`config.mk`:
```
export PLATFORM = sky130hd
export DESIGN_NAME = program_loader
export DESIGN_NICKNAME = d
export VERILOG_FILES = /design/src/rtl/program_loader.sv
export SDC_FILE = /design/constraint.sdc
export NUM_CORES = 1
export LEC_CHECK = 0
export CORE_UTILIZATION = 41
export CTS_CLUSTER_DIAMETER = 120
export DETAILED_ROUTE_END_ITERATION = 12
export PLACE_DENSITY_LB_ADDON = 0.05
export SLEW_MARGIN = 20
export SYNTH_ARGS = -nofsm -noshare
export SYNTH_HDL_FRONTEND = slang
export SYNTH_SLANG_ARGS = --single-unit
```
`constraint.sdc`:
```
create_clock -name clk -period 1.41 [get_ports clk]
set_input_delay 0.141 -clock clk [delete_from_list [all_inputs] [get_ports clk]]
set_output_delay 0.141 -clock clk [all_outputs]
set_load 0.02 [all_outputs]
```
`src/rtl/program_loader.sv`:
```
// program_loader: fills the CPU RAM from the ui_in pins while the CPU is in
// programming mode. Each accepted byte is pushed over the shared bus as
// MAR-address load, MAR-data load, then RAM write. The loader holds the
// control block for the whole session and flags completion on done_load.
module program_loader #(
    parameter int RAM_BYTES = 16,
    parameter int ADDR_W    = 4
) (
    input  logic              clk,
    input  logic              rst,
    input  logic              programming,
    input  logic [7:0]        ui_data,
    input  logic              ui_valid,
    input  logic              ui_last,
    output logic              ready,
    output logic              done_load,
    output logic              cpu_hold,
    output logic [7:0]        bus_out,
    output logic              bus_oe,
    output logic              nLma,
    output logic              nLmd,
    output logic              nLr,
    output logic [ADDR_W:0]   byte_count
);

    typedef enum logic [2:0] {
        S_IDLE,
        S_WAIT,
        S_ADDR,
        S_DATA,
        S_WRITE,
        S_DONE
    } state_t;

    // Highest RAM address; reaching it ends the session and stops addr from wrapping.
    localparam logic [ADDR_W-1:0] LAST_ADDR = ADDR_W'(RAM_BYTES - 1);
    localparam logic [ADDR_W-1:0] ADDR_ONE  = ADDR_W'(1);
    localparam logic [ADDR_W:0]   CNT_ONE   = (ADDR_W + 1)'(1);

    state_t            state_q, state_d;
    logic [ADDR_W-1:0] addr_q,  addr_d;
    logic [7:0]        byte_q,  byte_d;
    logic              last_q,  last_d;
    logic [ADDR_W:0]   count_q, count_d;

    // State and datapath registers; async reset drops everything to IDLE at once.
    always_ff @(posedge clk or posedge rst) begin
        if (rst) begin
            state_q <= S_IDLE;
            addr_q  <= '0;
            byte_q  <= '0;
            last_q  <= 1'b0;
            count_q <= '0;
        end else begin
            state_q <= state_d;
            addr_q  <= addr_d;
            byte_q  <= byte_d;
            last_q  <= last_d;
            count_q <= count_d;
        end
    end

    // Next-state logic: session start, byte handshake, write bookkeeping, abort.
    always_comb begin
        state_d = state_q;
        addr_d  = addr_q;
        byte_d  = byte_q;
        last_d  = last_q;
        count_d = count_q;
        case (state_q)
            S_IDLE: begin
                if (programming) begin
                    state_d = S_WAIT;
                    addr_d  = '0;
                    count_d = '0;
                end
            end
            S_WAIT: begin
                // Abort wins over a simultaneous handshake: nothing is captured.
                if (!programming) begin
                    state_d = S_IDLE;
                end else if (ui_valid) begin
                    byte_d  = ui_data;
                    last_d  = ui_last;
                    state_d = S_ADDR;
                end
            end
            S_ADDR: begin
                state_d = programming ? S_DATA : S_IDLE;
            end
            S_DATA: begin
                state_d = programming ? S_WRITE : S_IDLE;
            end
            S_WRITE: begin
                // The nLr pulse of this cycle always lands, so the byte is
                // counted even when the session is being aborted.
                count_d = count_q + CNT_ONE;
                if (addr_q != LAST_ADDR) begin
                    addr_d = addr_q + ADDR_ONE;
                end
                if (!programming) begin
                    state_d = S_IDLE;
                end else if (last_q || (addr_q == LAST_ADDR)) begin
                    state_d = S_DONE;
                end else begin
                    state_d = S_WAIT;
                end
            end
            S_DONE: begin
                // Only a drop of programming re-arms; a held level never restarts.
                if (!programming) begin
                    state_d = S_IDLE;
                end
            end
            default: begin
                state_d = S_IDLE;
            end
        endcase
    end

    // Moore output decode of the registered state.
    always_comb begin
        ready     = 1'b0;
        done_load = 1'b0;
        cpu_hold  = (state_q != S_IDLE);
        bus_out   = 8'h00;
        bus_oe    = 1'b0;
        nLma      = 1'b1;
        nLmd      = 1'b1;
        nLr       = 1'b1;
        case (state_q)
            S_WAIT: begin
                ready = 1'b1;
            end
            S_ADDR: begin
                bus_oe  = 1'b1;
                bus_out = 8'(addr_q);
                nLma    = 1'b0;
            end
            S_DATA: begin
                bus_oe  = 1'b1;
                bus_out = byte_q;
                nLmd    = 1'b0;
            end
            S_WRITE: begin
                nLr = 1'b0;
            end
            S_DONE: begin
                done_load = 1'b1;
            end
            default: begin
            end
        endcase
    end

    assign byte_count = count_q;

endmodule

```
==> flow_summary.ini, run 1 <==
[critical_path]
crit_arrival_ns = 1.85
worstSetupStartpoint = state_q[2]$_DFFE_PP0P_
critPathRequiredTime_ns = 1.64
end_kind = flop
start_kind = flop
critPathSlowestCell = or4b_4
setup.worst_path.class = flop to flop
worstReg2RegStart = state_q[2]$_DFFE_PP0P_
cp_max_fo = 4
ff2ff_path_depth = 4
cpPeakStageDelay_ns = 0.50
cp_cell_sequence = buf_6 -> or4b_4 -> mux2_2 -> a21o_1

[die]
ioPinCount = 33
die_w_um = 53.9
dieArea_sq_um = 2900
dieHeight_um = 53.9
initial_utilization_pct = 44.1
rows = 18
fp.coreArea_sq_um = 2500

[clock_tree]
path_clk_slew_ns = 0.14
clockBufferDepth = 2
root_buffer = clkbuf_4
htreeDepth = 1
cts_tree = done
cts_buffers = 3
postCtsHoldBufs = 0
insertion_delay_ns = 0.32
cts_sinks = 21

[pwr]
p_seq_share_pct = 47.6
total_power_w = 0.00160
power.leakage_nw = 0.945
swShare_pct = 29.8
p_int_w = 0.00112
power_switching_w = 0.000478
comb_power_share_pct = 32.6
clkPwrFrac_pct = 19.8
vdd_drop_max_v = 0.000767
cellPowerDensity_nw_per_um2 = 834

[timing]
worst_hold_slack_ns = 0.130
finalCritPeriodShare_pct = 115
max-slew-margin-rel_pct = 81.5
slew_viol_final = 0
tightest_slew_ns = 0.274
maxClockFrequency_mhz = 619
fin_setup_tns_ns = -3.98
fin_ws_ns = -0.205
finalHoldViolCount = 0
rsz0062_at_grt = yes
clock_skew_ns = 0.0138
period_needed_ns = 1.62
setup_viol = 33

[placed_design]
place_hpwl_um = 1870
gp_congestion = 0.782
port_buffers = 32
place_area_sq_um = 1600

[grt]
grt_max_degree = 22
antenna_found_initial = 0
first_global_vias = 973
grt_pass1_wl_um = 4260
grt_usage_pct = 21.4
grt-ovfl-total = 0

[synthesis]
synthArstFlopShare_pct = 100
syn_inst = 100
synth_seq_cells = 21
synth.most_common_cell = dfrtp_1
synth.net_count = 115
synth-main-ff-cell = dfrtp_1
synth_edf_count = 0
synth_top_cell_by_area = dfrtp_1
yosysWarnings = 0
seq_area_frac_synth_pct = 47.6
syn_area_per_cell_sq_um = 11.0
synth_top_cells_by_area = dfrtp_1 48%, mux2i_1 6.3%, mux2_1 6.1%
synth.top_cell.area_share_pct = 47.6
synth_area_sq_um = 1100
yosysUniqueCellTypes = 36
synth_common_cells = 21 x dfrtp_1, 7 x mux2i_1, 7 x nor2_1

[layout]
fin_area_sq_um = 1920
nets = 181
area_delta_synth_final_pct = 74.3
nFillCells = 160
antennaDiodeCount = 0
drive_above_1_share_pct = 53.9

[run_status]
violations = setup timing
status = complete, but fails checks

[drt]
detail_route.first_pass.iterations = 4
drt_iter0_drc = 12
drt-total-wl_um = 3110
wl_per_cell_um = 15.9
drc = 0
vias = 1020
viasPerCell = 5.23
ant_nets = 0

[worst_hold_path]
hold_class = input port to asynchronous set/reset pin

[job]
maxCapViolCount = 0
## what timing repair did
action                                  in CTS  in global routing
setup buffers                                7                  5
pin swaps                                    2                 10
endpoints found under the setup margin      38                 35
cloned                                       1                  0
resized for setup                           96                 46
## layer usage
| metal | track usage (%) | up-vias | routed length [um] |
|---|---|---|---|
| li1 | - | 490 | - |
| met1 | 27.4 | 498 | 1310 |
| met2 | 35.8 | 22 | 1620 |
| met3 | 2.54 | 10 | 77 |
| met4 | 9.21 | 0 | 105 |
| met5 | 0 | - | 0 |
## cell usage in the layout, fill, tap and decap left out, types with 3 or more instances in the layout
cell type and count:
clkdlybuf4s50_1 12, and3_4 4, a21oi_1 3, nor2_1 6, dlygate4sd2_1 4, clkbuf_4 3, nand2_1 4, dfrtp_1 19
buf_6 27, buf_4 20, nand3_1 4, mux2_4 10, mux2i_1 6
## final timing paths
check | end | slack, ns
min reg2reg | byte_q[0]$_DFFE_PP0P_ | 0.53
min | byte_count[0]$_DFFE_PP0P_ | 0.13
min in group clk | byte_q[1]$_DFFE_PP0P_ | 0.43
max in group asynchronous | byte_q[0]$_DFFE_PP0P_ | 1.04
max reg2reg | byte_count[4]$_DFFE_PP0P_ | -0.21
max | byte_count[4]$_DFFE_PP0P_ | -0.21
## registers in the layout, summed over array words and instances (netlist names)
| name | count |
|---|---|
| state_q | 3 |
| last_q | 1 |
| byte_count | 5 |
| addr_q | 4 |
| byte_q | 8 |
## power groups by stage
stage / Clock [W] / Sequential, W / Combinational (W)
2_1_floorplan: 0 / 0.000745 / 0.000212
3_3_place_gp: 0 / 0.000757 / 0.000357
3_5_place_dp: 0 / 0.000762 / 0.000367
4_1_cts: 0.000330 / 0.000751 / 0.000403
5_1_grt: 0.000351 / 0.000776 / 0.000559
6_report: 0.000317 / 0.000764 / 0.000523
## layout make-up
| class | instances | area (sq um) | share of cell area, % |
|---|---|---|---|
| inverter | 4 | 20.0 | 1.04 |
| clock buffer | 3 | 22.5 | 1.17 |
| tap | 30 | 37.5 | 1.95 |
| multi-input combinational | 71 | 666 | 34.6 |
| timing repair buffer | 65 | 642 | 33.4 |
| clock inverter | 1 | 7.51 | 0.390 |
| sequential | 21 | 528 | 27.5 |
## metrics by stage
stage	instances	worst slack [ns]	utilization, %
floorplan	100	-0.132	-
global placement	178	-0.275	64.1
detailed placement	178	-0.256	64.1
CTS	190	-0.173	68.4
global route	195	-0.257	76.9
finish	195	-0.205	76.9
## critical path: cells and delay by family (launching register included)
family / cells / cell delay [ns]
simple gates: 1 / 0.50
flops: 1 / 0.43
mux: 1 / 0.28
compound gates: 1 / 0.17
buf+inv: 1 / 0.14
## kinds of logic after synthesis
family                     synth area share [%]
and+or+nand+nor                            19.3
DFF                                        47.6
muxes                                      17.6
AOI/OAI and AO/OA                          8.73
buffers and inverters                      3.74
adders and majority gates                  2.27
xor gates and xnor gates                  0.794
(Power assumes the default switching activity.)
==> inputs of run 2 (changes only) <==
Settings changed: PLACE_DENSITY set to 0.74, PLACE_DENSITY_LB_ADDON 0.05 to unset.
==> run 2 against run 1 <==
  * The run still ends with setup timing left
  * Global-route usage is 0.28 points higher
  * Clock-buffer cell count rose by 1
  * Routed wire length up 6.7%
  * Largest power group unchanged
  * Critical endpoint unchanged
  * Register-to-register slack lost 0.04 ns
  * First-iteration DRC count fell by 33%
  * Total power shrank 0.36%
  * Critical path depth did not move
==> flow_summary.ini, run 2 (synthesis gave the netlist of run 1 again) <==
[clock_tree]
htreeDepth = 1
path_clk_slew_ns = 0.13
cts_buffers = 3
root_buffer = clkbuf_4
clockBufferDepth = 2
cts_sinks = 21
insertion_delay_ns = 0.31
cts_tree = done

[timing]
maxClockFrequency_mhz = 606
rsz0062_at_grt = yes
fin_ws_ns = -0.241
period_needed_ns = 1.65
clock_skew_ns = 0.00684
slew_viol_final = 0
finalCritPeriodShare_pct = 117
tightest_slew_ns = 0.277
setup_viol = 33
finalHoldViolCount = 0
max-slew-margin-rel_pct = 81.3
worst_hold_slack_ns = 0.148

[die]
fp.coreArea_sq_um = 2500
ioPinCount = 33
die_w_um = 53.9
dieHeight_um = 53.9
initial_utilization_pct = 44.1
rows = 18
dieArea_sq_um = 2900

[grt]
grt_pass1_wl_um = 4440
grt_max_degree = 22
first_global_vias = 970
grt_usage_pct = 21.6
antenna_found_initial = 0
grt-ovfl-total = 0

[drt]
viasPerCell = 5.25
drc = 0
drt-total-wl_um = 3320
detail_route.first_pass.iterations = 4
wl_per_cell_um = 16.6
ant_nets = 0
drt_iter0_drc = 8
vias = 1049

[pwr]
power.leakage_nw = 0.961
cellPowerDensity_nw_per_um2 = 826
vdd_drop_max_v = 0.000888

[layout]
utilization_pct = 77.3
nFillCells = 158
drive_above_1_share_pct = 51.2
antennaDiodeCount = 0
regMostFlops = byte_q
area_delta_synth_final_pct = 75.2
final_cell_mix = 29 x buf_4, 20 x buf_6, 18 x dfrtp_1
largest_register_ffs = 8
nets = 186
final_common_cell = buf_4

[critical_path]
crit_arrival_ns = 1.86
end_kind = flop
start_kind = flop
setup.worst_path.class = flop to flop
cp_max_fo = 5
critPathRequiredTime_ns = 1.62

[worst_hold_path]
hold_class = input port to asynchronous set/reset pin

[placed_design]
port_buffers = 32
place_hpwl_um = 1920
gp_congestion = 0.808

[run_status]
status = complete, but fails checks
violations = setup timing

[job]
maxCapViolCount = 0
==> run 2: changes by cell type in the layout (fill, tap and decap cells not counted), moves of 4 or more <==
| cell | before | now |
|---|---|---|
| and3_1 | 1 | 5 |
| buf_6 | 27 | 20 |
| buf_4 | 20 | 29 |
| and3_4 | 4 | 0 |
==> run 2: through the flow <==
step	area [sq um]	setup WS, ns	total power (W)	setup TNS [ns]	cells
finish	1930	-0.241	0.00160	-4.35	200
detailed placement	1590	-0.254	0.00112	-5.63	176
global placement	1590	-0.212	0.00111	-4.72	176
global route	1930	-0.259	0.00166	-5.68	200
floorplan	1120	-0.132	0.000957	-0.230	100
CTS	1790	-0.240	0.00153	-3.60	192
==> run 2: timing repair <==
action / CTS / global route
pin swaps: 7 / 7
gates cloned: 0 / 1
setup endpoints to repair: 38 / 35
hold buffers: 0 / 0
setup buffers: 12 / 7
gates resized for setup: 109 / 19
==> run 2: metal layers <==
metal  vias to the layer above  track usage, %  routed length [um]  share of wire (%)
met4                         0            9.21                  59                1.8
met2                        20            35.0                1670                 50
li1                        498               -                   -                  -
met1                       525            29.3                1500                 45
met3                         6            1.98                  88                2.7
met5                         -               0                   0                  0
==> run 2: path summary, 6_finish.rpt <==
path,start,endpoint,slack (ns),cells past startpoint
max reg2reg,state_q[2]$_DFFE_PP0P_,byte_count[4]$_DFFE_PP0P_,-0.24,4
max in group asynchronous,rst,state_q[0]$_DFFE_PP0P_,1.02,3
min,rst,state_q[2]$_DFFE_PP0P_,0.15,3
min in group clk,ui_data[1],byte_q[1]$_DFFE_PP0P_,0.44,2
min reg2reg,byte_q[5]$_DFFE_PP0P_,byte_q[5]$_DFFE_PP0P_,0.52,1
max,state_q[2]$_DFFE_PP0P_,byte_count[4]$_DFFE_PP0P_,-0.24,4
==> run 2: power by group <==
part	switching, W	internal (W)	total (W)
logic	0.000202	0.000336	0.000538
clock network	0.000193	0.000110	0.000303
registers	0.0000637	0.000693	0.000757
total	0.000458	0.00114	0.00160
==> run 2: layout make-up <==
type / instances / area, sq um / area share, %
tap: 30 / 37.5 / 1.94
clock buffer: 4 / 26.3 / 1.36
timing repair buffer: 70 / 688 / 35.6
sequential: 21 / 529 / 27.4
multi-input combinational: 71 / 632 / 32.7
inverter: 4 / 20.0 / 1.04
==> run 2: critical path, cell delays in order (launching register included) <==
cell,delay (ns)
dfrtp_2,0.47
buf_6,0.12
or4b_4,0.53
mux2_4,0.28
a21o_1,0.15
